--- config.mk ---
export PLATFORM = sky130hd
export DESIGN_NAME = bp_pht_update_scheduler
export DESIGN_NICKNAME = d
export VERILOG_FILES = /design/src/rtl/bp_pht_sched_pkg.sv /design/src/rtl/bp_pht_upd_fifo.sv /design/src/rtl/bp_pht_update_scheduler.sv
export SDC_FILE = /design/constraint.sdc
export NUM_CORES = 1
export LEC_CHECK = 0
export BUFFER_PORTS_ARGS = -buffer_cell sky130_fd_sc_hd__buf_2
export CAP_MARGIN = 30
export CORE_MARGIN = 1.5
export CORE_UTILIZATION = 55
export DETAILED_ROUTE_END_ITERATION = 6
export PLACE_DENSITY = 0.75
export REMOVE_ABC_BUFFERS = 1
export SLEW_MARGIN = 10
export SYNTH_ARGS = -nofsm -noshare
export SYNTH_HDL_FRONTEND = slang
export SYNTH_HIERARCHICAL = 1
export SYNTH_SLANG_ARGS = --single-unit
--- constraint.sdc ---
create_clock -name clk_i -period 3.8 [get_ports clk_i]
set_input_delay 0.19 -clock clk_i [delete_from_list [all_inputs] [get_ports clk_i]]
set_output_delay 0.19 -clock clk_i [all_outputs]
set_load 0.01 [all_outputs]
--- src/rtl/bp_pht_sched_pkg.sv ---
// Shared types for the PHT update scheduler.
// Counter, FSM state, update entry, saturating update.
package bp_pht_sched_pkg;

  localparam int MAX_IDX_W = 16;

  typedef logic [1:0] ctr_t;

  typedef enum logic [1:0] {
    ST_INIT,
    ST_IDLE,
    ST_UPD_WR
  } state_e;

  typedef struct packed {
    logic [MAX_IDX_W-1:0] idx;
    logic                 taken;
  } upd_entry_t;

  function automatic ctr_t sat_update(
    input ctr_t ctr,
    input logic taken
  );
    ctr_t r;
    if (taken) begin
      r = (ctr == 2'b11) ? ctr : ctr + 2'd1;
    end else begin
      r = (ctr == 2'b00) ? ctr : ctr - 2'd1;
    end
    return r;
  endfunction

endpackage

--- src/rtl/bp_pht_upd_fifo.sv ---
// Pending-update FIFO for the PHT scheduler.
// Power-of-two depth; pointers wrap naturally.
module bp_pht_upd_fifo
  import bp_pht_sched_pkg::*;
#(
  parameter int DEPTH = 4
) (
  input  logic       clk_i,
  input  logic       reset_n_i,
  input  logic       push_i,
  input  upd_entry_t din_i,
  input  logic       pop_i,
  output upd_entry_t head_o,
  output logic       full_o,
  output logic       empty_o,
  output logic [$clog2(DEPTH+1)-1:0] cnt_o
);

  localparam int PTR_W = $clog2(DEPTH);
  localparam int CNT_W = $clog2(DEPTH + 1);

  upd_entry_t       mem_q [DEPTH];
  logic [PTR_W-1:0] wr_ptr_q, wr_ptr_d;
  logic [PTR_W-1:0] rd_ptr_q, rd_ptr_d;
  logic [CNT_W-1:0] cnt_q, cnt_d;
  logic             do_push;
  logic             do_pop;

  assign full_o  = (cnt_q == CNT_W'(DEPTH));
  assign empty_o = (cnt_q == '0);
  assign cnt_o   = cnt_q;
  assign head_o  = mem_q[rd_ptr_q];

  // Next pointers and occupancy; push+pop leaves count unchanged
  always_comb begin
    do_push  = push_i & ~full_o;
    do_pop   = pop_i & ~empty_o;
    wr_ptr_d = wr_ptr_q + PTR_W'(do_push);
    rd_ptr_d = rd_ptr_q + PTR_W'(do_pop);
    cnt_d    = cnt_q + CNT_W'(do_push)
             - CNT_W'(do_pop);
  end

  // Pointer and occupancy registers
  always_ff @(posedge clk_i or negedge reset_n_i) begin
    if (!reset_n_i) begin
      wr_ptr_q <= '0;
      rd_ptr_q <= '0;
      cnt_q    <= '0;
    end else begin
      wr_ptr_q <= wr_ptr_d;
      rd_ptr_q <= rd_ptr_d;
      cnt_q    <= cnt_d;
    end
  end

  // Entry storage, needs no reset
  always_ff @(posedge clk_i) begin
    if (do_push) begin
      mem_q[wr_ptr_q] <= din_i;
    end
  end

endmodule

--- src/rtl/bp_pht_update_scheduler.sv ---
// PHT port scheduler: init sweep, lookups, and
// queued read-modify-write counter updates.
module bp_pht_update_scheduler
  import bp_pht_sched_pkg::*;
#(
  parameter int   IDX_W      = 8,
  parameter int   FIFO_DEPTH = 4,
  parameter ctr_t INIT_VAL   = 2'b01
) (
  input  logic             clk_i,
  input  logic             reset_n_i,
  input  logic             lookup_v_i,
  input  logic [IDX_W-1:0] lookup_idx_i,
  output logic             lookup_ready_o,
  output logic             pred_v_o,
  output logic             pred_taken_o,
  input  logic             upd_v_i,
  input  logic [IDX_W-1:0] upd_idx_i,
  input  logic             upd_taken_i,
  output logic             upd_ready_o,
  output logic             ram_v_o,
  output logic             ram_w_o,
  output logic [IDX_W-1:0] ram_addr_o,
  output logic [1:0]       ram_wdata_o,
  input  logic [1:0]       ram_rdata_i,
  output logic             init_done_o
);

  localparam int CNT_W = $clog2(FIFO_DEPTH + 1);

  state_e           state_q, state_d;
  logic [IDX_W-1:0] init_addr_q, init_addr_d;
  logic             init_done_q, init_done_d;
  logic             pred_v_q, pred_v_d;

  upd_entry_t       push_ent;
  upd_entry_t       head;
  logic [IDX_W-1:0] head_idx;
  logic             fifo_full;
  logic             fifo_empty;
  logic             fifo_push;
  logic             fifo_pop;
  logic [CNT_W-1:0] unused_cnt;
  logic             unused_head;

  logic             ram_v;
  logic             ram_w;

  assign push_ent.idx   = MAX_IDX_W'(upd_idx_i);
  assign push_ent.taken = upd_taken_i;
  assign head_idx       = head.idx[IDX_W-1:0];
  assign unused_head    = ^head.idx;

  assign upd_ready_o = init_done_q & ~fifo_full;
  assign fifo_push   = upd_v_i & upd_ready_o;

  bp_pht_upd_fifo #(
    .DEPTH (FIFO_DEPTH)
  ) u_fifo (
    .clk_i     (clk_i),
    .reset_n_i (reset_n_i),
    .push_i    (fifo_push),
    .din_i     (push_ent),
    .pop_i     (fifo_pop),
    .head_o    (head),
    .full_o    (fifo_full),
    .empty_o   (fifo_empty),
    .cnt_o     (unused_cnt)
  );

  // Port arbitration and next state
  always_comb begin
    state_d        = state_q;
    init_addr_d    = init_addr_q;
    init_done_d    = init_done_q;
    pred_v_d       = 1'b0;
    ram_v          = 1'b0;
    ram_w          = 1'b0;
    ram_addr_o     = '0;
    ram_wdata_o    = '0;
    lookup_ready_o = 1'b0;
    fifo_pop       = 1'b0;
    unique case (state_q)
      ST_INIT: begin
        ram_v       = 1'b1;
        ram_w       = 1'b1;
        ram_addr_o  = init_addr_q;
        ram_wdata_o = INIT_VAL;
        init_addr_d = init_addr_q + 1'b1;
        if (init_addr_q == '1) begin
          state_d     = ST_IDLE;
          init_done_d = 1'b1;
        end
      end
      ST_IDLE: begin
        if (fifo_full) begin
          ram_v      = 1'b1;
          ram_addr_o = head_idx;
          state_d    = ST_UPD_WR;
        end else begin
          lookup_ready_o = 1'b1;
          if (lookup_v_i) begin
            ram_v      = 1'b1;
            ram_addr_o = lookup_idx_i;
            pred_v_d   = 1'b1;
          end else if (!fifo_empty) begin
            ram_v      = 1'b1;
            ram_addr_o = head_idx;
            state_d    = ST_UPD_WR;
          end
        end
      end
      ST_UPD_WR: begin
        ram_v       = 1'b1;
        ram_w       = 1'b1;
        ram_addr_o  = head_idx;
        ram_wdata_o = sat_update(ram_rdata_i,
                                 head.taken);
        fifo_pop    = 1'b1;
        state_d     = ST_IDLE;
      end
      default: begin
        state_d = ST_INIT;
      end
    endcase
  end

  // RAM strobes drop the moment reset asserts
  assign ram_v_o = ram_v & reset_n_i;
  assign ram_w_o = ram_w & reset_n_i;

  assign pred_v_o     = pred_v_q;
  assign pred_taken_o = pred_v_q & ram_rdata_i[1];
  assign init_done_o  = init_done_q;

  // Control state registers
  always_ff @(posedge clk_i or negedge reset_n_i) begin
    if (!reset_n_i) begin
      state_q     <= ST_INIT;
      init_addr_q <= '0;
      init_done_q <= 1'b0;
      pred_v_q    <= 1'b0;
    end else begin
      state_q     <= state_d;
      init_addr_q <= init_addr_d;
      init_done_q <= init_done_d;
      pred_v_q    <= pred_v_d;
    end
  end

endmodule

======== Word-level counts from Yosys, hierarchy flattened ========
Memory sizes are Yosys's and may differ from the RTL's.
Index checks and enable logic that the tools add are counted.
word-level totals
  memory bits (writable) .................. 36
  memory bits (read-only) ................. 0
  bits in latches ......................... 0
  memories kept ........................... 1
  logic and storage cells ................. 64
  bits in registers ....................... 19
  output and inout bits ................... 17
  input bits .............................. 23
memory list
  name          depth  width  read ports  clocked after Yosys merged registers in  write ports  line                   source
  u_fifo.mem_q  4      9      1           0                                        1            bp_pht_upd_fifo.sv:22  upd_entry_t mem_q [DEPTH];
cells by class
  reduce and logical (&&, ||, !) cells .... 6
  divide/modulo/power cells ............... 0
  $lt $le $gt $ge ......................... 0
  $add $sub $neg .......................... 7
  multipliers ............................. 0
  shifts and indexed selects .............. 0
  equal/unequal tests ..................... 8
  bitwise logic cells ..................... 9
  mux-type cells .......................... 26
operator list
  cell                   number
  $mux W8                3
  $pmux W8 S3            1
  $mux W2                7
  $mux W1                12
  $add A8 B1 Y8 const B  1
  $eq A8 B8 Y1 const B   1
  $and A1 B1 Y1          7
  $ne A3 B2 Y1 const B   2
  $pmux W2 S3            1
  $add A2 B1 Y2          2
  $eq A2 B2 Y1 const B   2
  $logic_not A2 Y1       2
  $pmux W2 S2            1
  $add A3 B1 Y3          1
  $eq A3 B3 Y1 const B   1
  $logic_not A3 Y1       1
  $reduce_and A3 Y1      1
  $sub A3 B1 Y3          1
  $add A2 B1 Y2 const B  1
  $eq A2 B1 Y1 const B   1
  $ne A2 B2 Y1 const B   1
  $not A1 Y1             2
  $pmux W1 S2            1
  $reduce_and A2 Y1      1
  other kinds (2)        2

======== Longest topological paths before layout ========
Gate-level depths: netlist of run 1.
  word-level depth ........................ 7
  gate-level depth with buffers ........... 9
  gate-level depth less buffers ........... 9

======== Modules after synthesis ========
The synthesis of run 1 kept the hierarchy.
modules (own cells, without submodules)
  module                   seq. area each (µm²)  cells each  area each (µm²)  times used
  bp_pht_upd_fifo          2,217.1               120         2,892.8          1
  bp_pht_update_scheduler  300.3                 88          830.8            1

======== Worst setup path after synthesis of run 1 ========
OpenSTA, ideal clock, no wires.
  kind .................................... register to register
  start point ............................. reg u_fifo.cnt_q[2] (netlist: u_fifo/cnt_o[2])
  end point ............................... mem u_fifo/mem_q[0][0] in the netlist's numbering (enable)
  setup time .............................. 0.441 ns
  clock period less this slack ............ 3.408 ns
  stages on the path, launching flop included .. 5
  path buffers ............................ 0
  data required time ...................... 3.359 ns
  arrival time ............................ 2.967 ns
  setup slack ............................. 0.392 ns
  cells stage by stage .................... dfrtp_1 nor3b_4 nor2b_1 and2_1 nor4b_1
between the ends
  longest elaborated chain between the ends .. 7
RTL lines
  what                           line                           source
  start: declaration             bp_pht_upd_fifo.sv:25          logic [CNT_W-1:0] cnt_q, cnt_d;
  start signal: assignment       bp_pht_upd_fifo.sv:53          cnt_q <= cnt_d;
  $eq A3 B3 Y1                   bp_pht_upd_fifo.sv:29          assign full_o = (cnt_q == CNT_W'(DEPTH));
  named net fifo_full            bp_pht_update_scheduler.sv:39  logic fifo_full;
  $not A1 Y1                     bp_pht_update_scheduler.sv:54  assign upd_ready_o = init_done_q & ~fifo_full;
  $and A1 B1 Y1                  bp_pht_update_scheduler.sv:54
  named net upd_ready_o          bp_pht_update_scheduler.sv:20  output logic upd_ready_o,
  $and A1 B1 Y1                  bp_pht_update_scheduler.sv:55  assign fifo_push = upd_v_i & upd_ready_o;
  named net fifo_push            bp_pht_update_scheduler.sv:41  logic fifo_push;
  $and A1 B1 Y1                  bp_pht_upd_fifo.sv:36          do_push = push_i & ~full_o;
  $mux W1                        bp_pht_upd_fifo.sv:59          if (do_push) begin
  $mux W1 (not written as such)  bp_pht_upd_fifo.sv:60          mem_q[wr_ptr_q] <= din_i;
  end: declaration               bp_pht_upd_fifo.sv:22
The timed path passes the listed nets, and every way through them passes these cells.

======== Final worst setup path of run 1 ========
  start point ............................. reg u_fifo.cnt_q[1] (netlist: u_fifo/cnt_o[1])
  end point ............................... reg u_fifo.cnt_q[2] (netlist: u_fifo/cnt_o[2])
between the ends
  longest elaborated chain between the ends .. 7
  elaborated cells between the ends (all ways) .. 10
  classes of those cells .................. add/sub (2); eq/ne (1); bitwise (6); reduce/logical (1)
RTL lines
  what                       line                           source
  $eq A3 B3 Y1               bp_pht_upd_fifo.sv:29
  named net fifo_full        bp_pht_update_scheduler.sv:39
  $not A1 Y1                 bp_pht_update_scheduler.sv:54
  $and A1 B1 Y1              bp_pht_update_scheduler.sv:54
  $and A1 B1 Y1              bp_pht_update_scheduler.sv:55
  named net fifo_push        bp_pht_update_scheduler.sv:41
  $and A1 B1 Y1              bp_pht_upd_fifo.sv:36
  $add A3 B1 Y3              bp_pht_upd_fifo.sv:40          cnt_d = cnt_q + CNT_W'(do_push)
  $sub A3 B1 Y3              bp_pht_upd_fifo.sv:41          - CNT_W'(do_pop);
  named net u_fifo.cnt_d[2]  bp_pht_upd_fifo.sv:25
The timed path passes the listed nets, and every way through them passes these cells.
A chain may end at the register's enable or synchronous reset.

==> impl_metrics.env, run 1 <==
export IMPL_status="complete, but fails checks"
export IMPL_violations="design-rule violations"
export IMPL_vias=1602
export IMPL_r2r_slack_ps=1230
export IMPL_cts_tree="built"
export IMPL_ir_drop_mv=0.3175
export IMPL_hp_class="in2reg"
export IMPL_grt_ovfl_total=0
export IMPL_antenna_found_initial=0
export IMPL_place_hpwl_um=3554
export IMPL_avgViaCountPerCell=6.138
export IMPL_syn2layout_area_growth_pct=12.73
export IMPL_max_cap_violations=0
export IMPL_critPathCapture="u_fifo/cnt_o[2]$_DFF_PN0_"
export IMPL_grt_pass1_wl_um=7866
export IMPL_cts_root_buf="clkbuf_8"
export IMPL_layout_drive_gt1_share=0.2679
export IMPL_rsz0062_at_grt="false"
export IMPL_die_h_um=71.43
export IMPL_first_pass_iters=6
export IMPL_ant_nets=0
export IMPL_die_area_mm2=0.005102
export IMPL_final_cells=261
export IMPL_rows=24
export IMPL_r2r_cells=9
export IMPL_slew_violations=0
export IMPL_routedWlPerCell_um=18.86
export IMPL_wirelength_um=4922
export IMPL_p_leak_nw=1.123
export IMPL_grt_max_degree=22
export IMPL_rr_endpoint="u_fifo/cnt_o[2]$_DFF_PN0_"
export IMPL_clk_pin_slew_ps=100
export IMPL_synth_cells=167
export IMPL_skew_ps=9.232
export IMPL_portBuffers=39
export IMPL_timing_slew_headroom=0.4805
export IMPL_htree_levels=2
export IMPL_critPathCaptureType="flip-flop"
export IMPL_r2r_start="u_fifo/cnt_o[1]$_DFF_PN0_"
export IMPL_start_kind="flip-flop"
export IMPL_boundaryPins=40
export IMPL_hold_viol_final=0
export IMPL_drc=6
export IMPL_synth_area_per_cell_um2=15.42
export IMPL_fin_nets=235
export IMPL_clockBufferDepth=2
export IMPL_post_route_period_util=0.6763
export IMPL_max_freq_ghz=0.3891
export IMPL_final_setup_viol_count=0
export IMPL_start_util=0.5794
export IMPL_path_max_fanout=10
export IMPL_critPathLaunch="u_fifo/cnt_o[1]$_DFF_PN0_"
export IMPL_syn_area_mm2=0.002575
export IMPL_grt_pass1_vias=1648
export IMPL_cp_arrival_ps=2800
export IMPL_totalNegativeSetupSlack_ps=0
export IMPL_critPathKind="reg2reg"
export IMPL_fin_crit_ps=2570
export IMPL_power_density_mw_per_mm2=343.8
export IMPL_cts_buffers=5
export IMPL_antenna_cells=0
export IMPL_core_area_mm2=0.004444
export IMPL_cp_required_ps=4030
export IMPL_cts_sinks=55
export IMPL_cts_resized=0
export IMPL_grt_usage=0.2117
export IMPL_drtIter0Drc=144
export IMPL_worst_slew_pin_transition_ps=768.8
export IMPL_dp_cells=252
export IMPL_synth_warning_count=6
export IMPL_die_x_um=71.43
export IMPL_place_congestion=0.8516
export IMPL_clk_latency_ps=310
## per-stage QoR
step           hold WS [ps]  utilization  cell area [um2]  setup WS [ps]  total power [mW]
6_report              88.15       0.6532             2903           1230            0.9980
5_1_grt               76.88       0.6532             2903           1042             1.031
4_1_cts               80.52       0.6532             2903           1226             1.006
3_5_place_dp          164.7       0.6309             2804           1261            0.6910
3_3_place_gp          154.7       0.6309             2804           1416            0.6890
2_1_floorplan        -105.6            -             2507           1245            0.6635
## worst max-delay path: stages (launching register included)
cell	delay (ps)
dfrtp_1	480
nor3b_4	440
nor2b_1	110
and2_1	260
mux2i_1	160
a221oi_1	120
ha_1	230
fa_1	380
xnor2_1	180
xnor2_1	140
## layout make-up
type,count,area (um2)
clock buffers,6,72.57
repair buffers,44,235.2
well taps,52,65.06
flip-flops and latches,55,1556
clock inverters,2,16.27
fillers,320,1541
inverters,3,11.26
multi-input cells,99,945.9
## metal layers
metal	vias up	track usage	wire (um)
met5	-	0	0
met4	0	0.1047	132
met3	13	0.05204	298
met2	63	0.3468	2453
met1	788	0.2650	2038
li1	738	-	-
## power breakdown
group	internal (mW)	switching, mW
logic	0.0179	0.0220
clock network	0.133	0.187
registers	0.638	0.000192
total	0.789	0.209
## layout by cell type (no fill, tap or decap), types with 2 or more instances in the layout
| master | n |
|---|---|
| a21oi_1 | 2 |
| a32oi_1 | 8 |
| and2_1 | 4 |
| buf_2 | 39 |
| buf_4 | 4 |
| clkbuf_8 | 5 |
| dfrtp_1 | 19 |
| edfxtp_1 | 36 |
| ha_1 | 3 |
| inv_1 | 3 |
| mux2i_1 | 9 |
| mux4_1 | 8 |
| nand2_1 | 3 |
| nand4_1 | 3 |
| nor2_1 | 3 |
| nor2b_1 | 6 |
| nor3_1 | 2 |
| nor4bb_1 | 3 |
| o21a_1 | 2 |
| o21ai_0 | 2 |
| o21ai_1 | 8 |
| xnor2_1 | 8 |
| xor2_1 | 4 |
## how the worst min path moves through the flow
stage	from	end	depth (start not counted)
2_1_floorplan	reset_n_i	init_addr_q[0]$_DFFE_PN0P_	0
3_3_place_gp	reset_n_i	init_addr_q[2]$_DFFE_PN0P_	1
3_5_place_dp	reset_n_i	init_addr_q[0]$_DFFE_PN0P_	1
4_1_cts	upd_idx_i[0]	u_fifo/mem_q[2][1]$_DFFE_PP_	1
5_1_grt	upd_idx_i[1]	u_fifo/mem_q[2][2]$_DFFE_PP_	1
6_report	upd_idx_i[2]	u_fifo/mem_q[2][3]$_DFFE_PP_	1
## flip-flops by register name (all words and copies together) (netlist names)
register,cells
u_fifo/mem_q,36
pred_v_o,1
u_fifo/wr_ptr_q,2
init_done_o,1
state_q,2
u_fifo/rd_ptr_q,2
u_fifo/cnt_o,3
init_addr_q,8
## what timing repair did
action | CTS | global route
buffers inserted | 0 | 0
hold endpoints to repair | 19 | 0
hold buffers | 1 | 0
(Power assumes the default switching activity.)
==> run 2, diff against run 1 <==
Clock period 3.8 ns to 2.6 ns, I/O delays scaled along.
==> run 2 against run 1 <==
The flow still finishes with violations (design-rule violations). Die area unchanged. First-iteration DRC count down 1.4%. Non-clock buffer count up 6. Critical path type unchanged.
==> impl_metrics.env, run 2 (same netlist as run 1, synthesis figures left out) <==
export IMPL_cp_required_ps=2840
export IMPL_dp_slack_ps=134.8
export IMPL_violations="design-rule violations"
export IMPL_power_density_mw_per_mm2=502.2
export IMPL_setup_slack_ps=177.3
export IMPL_cts_root_buf="clkbuf_8"
export IMPL_first_pass_iters=6
export IMPL_grt_usage=0.1977
export IMPL_htree_levels=2
export IMPL_grt_ovfl_total=0
export IMPL_rsz0062_at_grt="false"
export IMPL_slew_violations=0
export IMPL_final_setup_viol_count=0
export IMPL_clk_latency_ps=310
export IMPL_syn2layout_area_growth_pct=14.77
export IMPL_crit_buf_inv=0
export IMPL_critPathKind="reg2reg"
export IMPL_wirelength_um=4771
export IMPL_worst_slew_pin_transition_ps=736.9
export IMPL_post_route_period_util=0.9318
export IMPL_layout_common_cells="39 x buf_2, 36 x edfxtp_1, 19 x dfrtp_1"
export IMPL_max_stage_delay_ps=490
export IMPL_place_hpwl_um=3321
export IMPL_cts_tree="built"
export IMPL_max_cap_violations=0
export IMPL_hold_ws_ps=30.90
export IMPL_totalNegativeSetupSlack_ps=0
export IMPL_cp_top_family="simple AND/OR/NAND/NOR gates"
export IMPL_place_congestion=0.8503
export IMPL_hp_class="in2reg"
export IMPL_layout_drive_gt1_share=0.2930
export IMPL_die_area_mm2=0.005102
export IMPL_fin_nets=241
export IMPL_timing_slew_headroom=0.5077
export IMPL_final_common_cell="buf_2"
export IMPL_drc=5
export IMPL_ir_drop_mv=0.3850
export IMPL_grt_pass1_wl_um=7624
export IMPL_core_area_mm2=0.004444
export IMPL_vias=1588
export IMPL_clk_pin_slew_ps=110
export IMPL_worstPathCellList="nor3b_4 -> nor2b_1 -> and2_1 -> mux2i_1 -> a221oi_1 -> ha_1 -> fa_1 -> xnor2_1 -> xnor2_1"
export IMPL_largest_register="u_fifo/mem_q"
export IMPL_grt_max_degree=22
export IMPL_final_cells=267
export IMPL_drtIter0Drc=142
export IMPL_antenna_found_initial=0
export IMPL_status="complete, but fails checks"
export IMPL_avgViaCountPerCell=5.948
export IMPL_ant_nets=0
export IMPL_portBuffers=39
export IMPL_boundaryPins=40
export IMPL_p_leak_nw=1.159
export IMPL_start_util=0.5794
export IMPL_fillers=323
export IMPL_critPathSlowestCell="dfrtp_1"
export IMPL_start_kind="flip-flop"
export IMPL_largest_reg_flops=36
export IMPL_routedWlPerCell_um=17.87
export IMPL_fin_crit_ps=2423
export IMPL_path_max_fanout=8
export IMPL_die_x_um=71.43
export IMPL_grt_pass1_vias=1566
export IMPL_die_h_um=71.43
export IMPL_cts_buffers=5
export IMPL_cts_sinks=55
export IMPL_cp_arrival_ps=2660
export IMPL_critPathCaptureType="flip-flop"
export IMPL_skew_ps=9.381
export IMPL_hold_viol_final=0
export IMPL_antenna_cells=0
export IMPL_clockBufferDepth=2
export IMPL_cp_common_cell="xnor2_1"
export IMPL_dp_cells=255
export IMPL_max_freq_ghz=0.4128
export IMPL_rows=24
-- run 2: report_power, final --
group | switching (mW) | total [mW] | internal (mW)
clock network | 0.292 | 0.492 | 0.200
logic | 0.0316 | 0.0587 | 0.0271
registers | 0.000348 | 0.933 | 0.933
-- run 2: path summary, 6_finish.rpt --
check | startpoint | endpoint | slack, ps | cells past startpoint
min in group asynchronous | reset_n_i | u_fifo/rd_ptr_q[1]$_DFF_PN0_ | 290 | 2
hold reg to reg | init_addr_q[6]$_DFFE_PN0P_ | init_addr_q[6]$_DFFE_PN0P_ | 520 | 1
max in group asynchronous | reset_n_i | u_fifo/wr_ptr_q[0]$_DFF_PN0_ | 1990 | 2
setup reg to reg | u_fifo/cnt_o[1]$_DFF_PN0_ | u_fifo/cnt_o[2]$_DFF_PN0_ | 180 | 9
hold / removal | upd_idx_i[1] | u_fifo/mem_q[0][2]$_DFFE_PP_ | 30 | 1
setup / recovery | u_fifo/cnt_o[1]$_DFF_PN0_ | u_fifo/cnt_o[2]$_DFF_PN0_ | 180 | 9
-- run 2: layout make-up --
cell class / count / area [um2] / share of cell area
clock inverters: 3 / 27.53 / 0.009314
multi-input cells: 99 / 945.9 / 0.3201
inverters: 3 / 11.26 / 0.003810
repair buffers: 50 / 280.3 / 0.09484
clock buffers: 5 / 68.82 / 0.02329
flip-flops and latches: 55 / 1556 / 0.5267
well taps: 52 / 65.06 / 0.02202
-- run 2: per-stage QoR --
step / total power [mW] / utilization / instance area, um2
finish: 1.484 / 0.6650 / 2955
CTS: 1.503 / 0.6599 / 2933
global placement: 1.007 / 0.6360 / 2826
detailed placement: 1.010 / 0.6360 / 2826
global route: 1.532 / 0.6650 / 2955
floorplan: 0.9697 / - / 2507
-- run 2: routing by layer --
layer  vias up  track usage  wire length, um
li1        752            -                -
met1       789       0.2639             2154
met2        40       0.3240             2352
met3         7      0.03516              187
met4         0      0.08120               76
met5         -            0                0
-- run 2: timing repair --
action | 4_1_cts | 5_1_grt
gates resized for setup | 0 | 0
setup buffers | 0 | 3
hold endpoints to repair | 19 | 0
endpoints found under the setup margin | 0 | 2
hold buffers | 1 | 0
-- run 2: worst register-to-register path: stages (launching register included) --
cell      delay [ps]
dfrtp_1          490
nor3b_4          340
nor2b_1          100
and2_1           240
mux2i_1          150
a221oi_1         110
ha_1             220
fa_1             380
xnor2_1          190
xnor2_1          140
==> run 3, diff against run 2 <==
Settings changed: PLACE_DENSITY 0.75 to not set, PLACE_DENSITY_LB_ADDON set to 0.05, SKIP_LAST_GASP set to 1.
==> run 3 against run 2 <==
The flow still finishes with violations (design-rule violations). Clock power rose by 29%. Cell count fell by 1.1%. Largest power group unchanged. Combinational power fell by 2%. Largest cell class unchanged. Clock skew fell by 5.7 ps. Via count fell by 0.63%.
==> impl_metrics.env, run 3 (same netlist as run 1, synthesis figures left out) <==
export IMPL_status="complete, but fails checks"
export IMPL_violations="design-rule violations"
export IMPL_worst_slew_pin_transition_ps=823.7
export IMPL_die_x_um=71.43
export IMPL_avgViaCountPerCell=5.977
export IMPL_wirelength_um=4785
export IMPL_start_kind="flip-flop"
export IMPL_grt_usage=0.2111
export IMPL_boundaryPins=40
export IMPL_portBuffers=39
export IMPL_cp_arrival_ps=2580
export IMPL_grt_ovfl_total=0
export IMPL_totalNegativeSetupSlack_ps=0
export IMPL_setup_slack_ps=239.6
export IMPL_skew_ps=3.662
export IMPL_antenna_found_initial=0
export IMPL_die_area_mm2=0.005102
export IMPL_post_route_period_util=0.9078
export IMPL_clk_pin_slew_ps=90
export IMPL_final_setup_viol_count=0
export IMPL_ir_drop_mv=0.4065
export IMPL_grt_pass1_vias=1627
export IMPL_rows=24
export IMPL_critPathKind="reg2reg"
export IMPL_grt_pass1_wl_um=8100
export IMPL_clockBufferDepth=2
export IMPL_cp_required_ps=2820
export IMPL_layout_drive_gt1_share=0.2783
export IMPL_cts_resized=0
export IMPL_rsz0062_at_grt="false"
export IMPL_hp_class="in2reg"
export IMPL_die_h_um=71.43
export IMPL_power_mw=1.626
export IMPL_place_congestion=0.7957
export IMPL_postCtsSetupBuffers=0
export IMPL_place_hpwl_um=3502
export IMPL_fin_nets=238
export IMPL_ant_nets=0
export IMPL_largest_reg_flops=36
export IMPL_drc=7
export IMPL_first_pass_iters=6
export IMPL_drtIter0Drc=129
export IMPL_timing_slew_headroom=0.4497
export IMPL_clk_latency_ps=290
export IMPL_largest_register="u_fifo/mem_q"
export IMPL_power_density_mw_per_mm2=547.5
export IMPL_max_cap_violations=0
export IMPL_final_common_cell="buf_2"
export IMPL_critPathCaptureType="flip-flop"
export IMPL_dp_slack_ps=247.4
export IMPL_p_leak_nw=1.162
export IMPL_final_core_util=0.6681
export IMPL_cts_sinks=55
export IMPL_fin_crit_ps=2360
export IMPL_antenna_cells=0
export IMPL_max_freq_ghz=0.4237
export IMPL_dp_cells=255
export IMPL_routedWlPerCell_um=18.13
export IMPL_syn2layout_area_growth_pct=15.31
export IMPL_path_max_fanout=8
export IMPL_cts_root_buf="clkbuf_8"
export IMPL_vias=1578
export IMPL_final_cells=264
export IMPL_core_area_mm2=0.004444
export IMPL_htree_levels=2
export IMPL_start_util=0.5794
export IMPL_grt_max_degree=22
export IMPL_layout_common_cells="39 x buf_2, 36 x edfxtp_1, 19 x dfrtp_1"
export IMPL_slew_violations=0
export IMPL_hold_viol_final=0
export IMPL_cts_hold_buf=1
export IMPL_cts_tree="built"
export IMPL_cts_buffers=5
==> run 3: stage by stage <==
stage               cell area (um2)  hold WS, ps
finish                         2969        46.48
global route                   2969        35.05
CTS                            2969        32.10
detailed placement             2826        109.0
global placement               2826        92.45
floorplan                      2507       -165.6
==> run 3: path summary, 6_finish.rpt <==
kind / from / end / slack [ps] / cells past startpoint
max: u_fifo/cnt_o[2]$_DFF_PN0_ / u_fifo/cnt_o[2]$_DFF_PN0_ / 240 / 9
min: upd_idx_i[6] / u_fifo/mem_q[3][7]$_DFFE_PP_ / 50 / 1
max reg2reg: u_fifo/cnt_o[2]$_DFF_PN0_ / u_fifo/cnt_o[2]$_DFF_PN0_ / 240 / 9
min reg2reg: init_addr_q[5]$_DFFE_PN0P_ / init_addr_q[5]$_DFFE_PN0P_ / 510 / 1
max in group asynchronous: reset_n_i / u_fifo/wr_ptr_q[0]$_DFF_PN0_ / 1980 / 2
min in group asynchronous: reset_n_i / init_addr_q[4]$_DFFE_PN0P_ / 310 / 2
==> run 3: final cells by class <==
cell class / instances / area [um2]
well taps: 52 / 65.06
clock buffers: 6 / 72.57
inverters: 3 / 11.26
fillers: 327 / 1475
flip-flops and latches: 55 / 1556
clock inverters: 2 / 60.06
multi-input cells: 99 / 945.9
repair buffers: 47 / 257.7
==> run 3: layer usage <==
metal / up-vias / GRT usage / part of all wire
met5: - / 0 / 0
met4: 0 / 0.04915 / 0.0067
met3: 4 / 0.05063 / 0.059
met2: 54 / 0.3603 / 0.50
met1: 772 / 0.2765 / 0.44
li1: 748 / - / -
==> run 3: worst max-delay path: stages, from the launching register on <==
cell and delay (ps):
dfrtp_1 470, nor3b_4 190, nor2b_1 170, and2_1 300, o21a_1 180, a221oi_1 70, ha_1 220, fa_1 380
xnor2_1 180, xnor2_1 130
==> run 3: power by group <==
group | total (mW) | switching, mW | internal, mW
Sequential | 0.933 | 0.000291 | 0.933
Combinational | 0.0578 | 0.0316 | 0.0262
Clock | 0.634 | 0.250 | 0.385
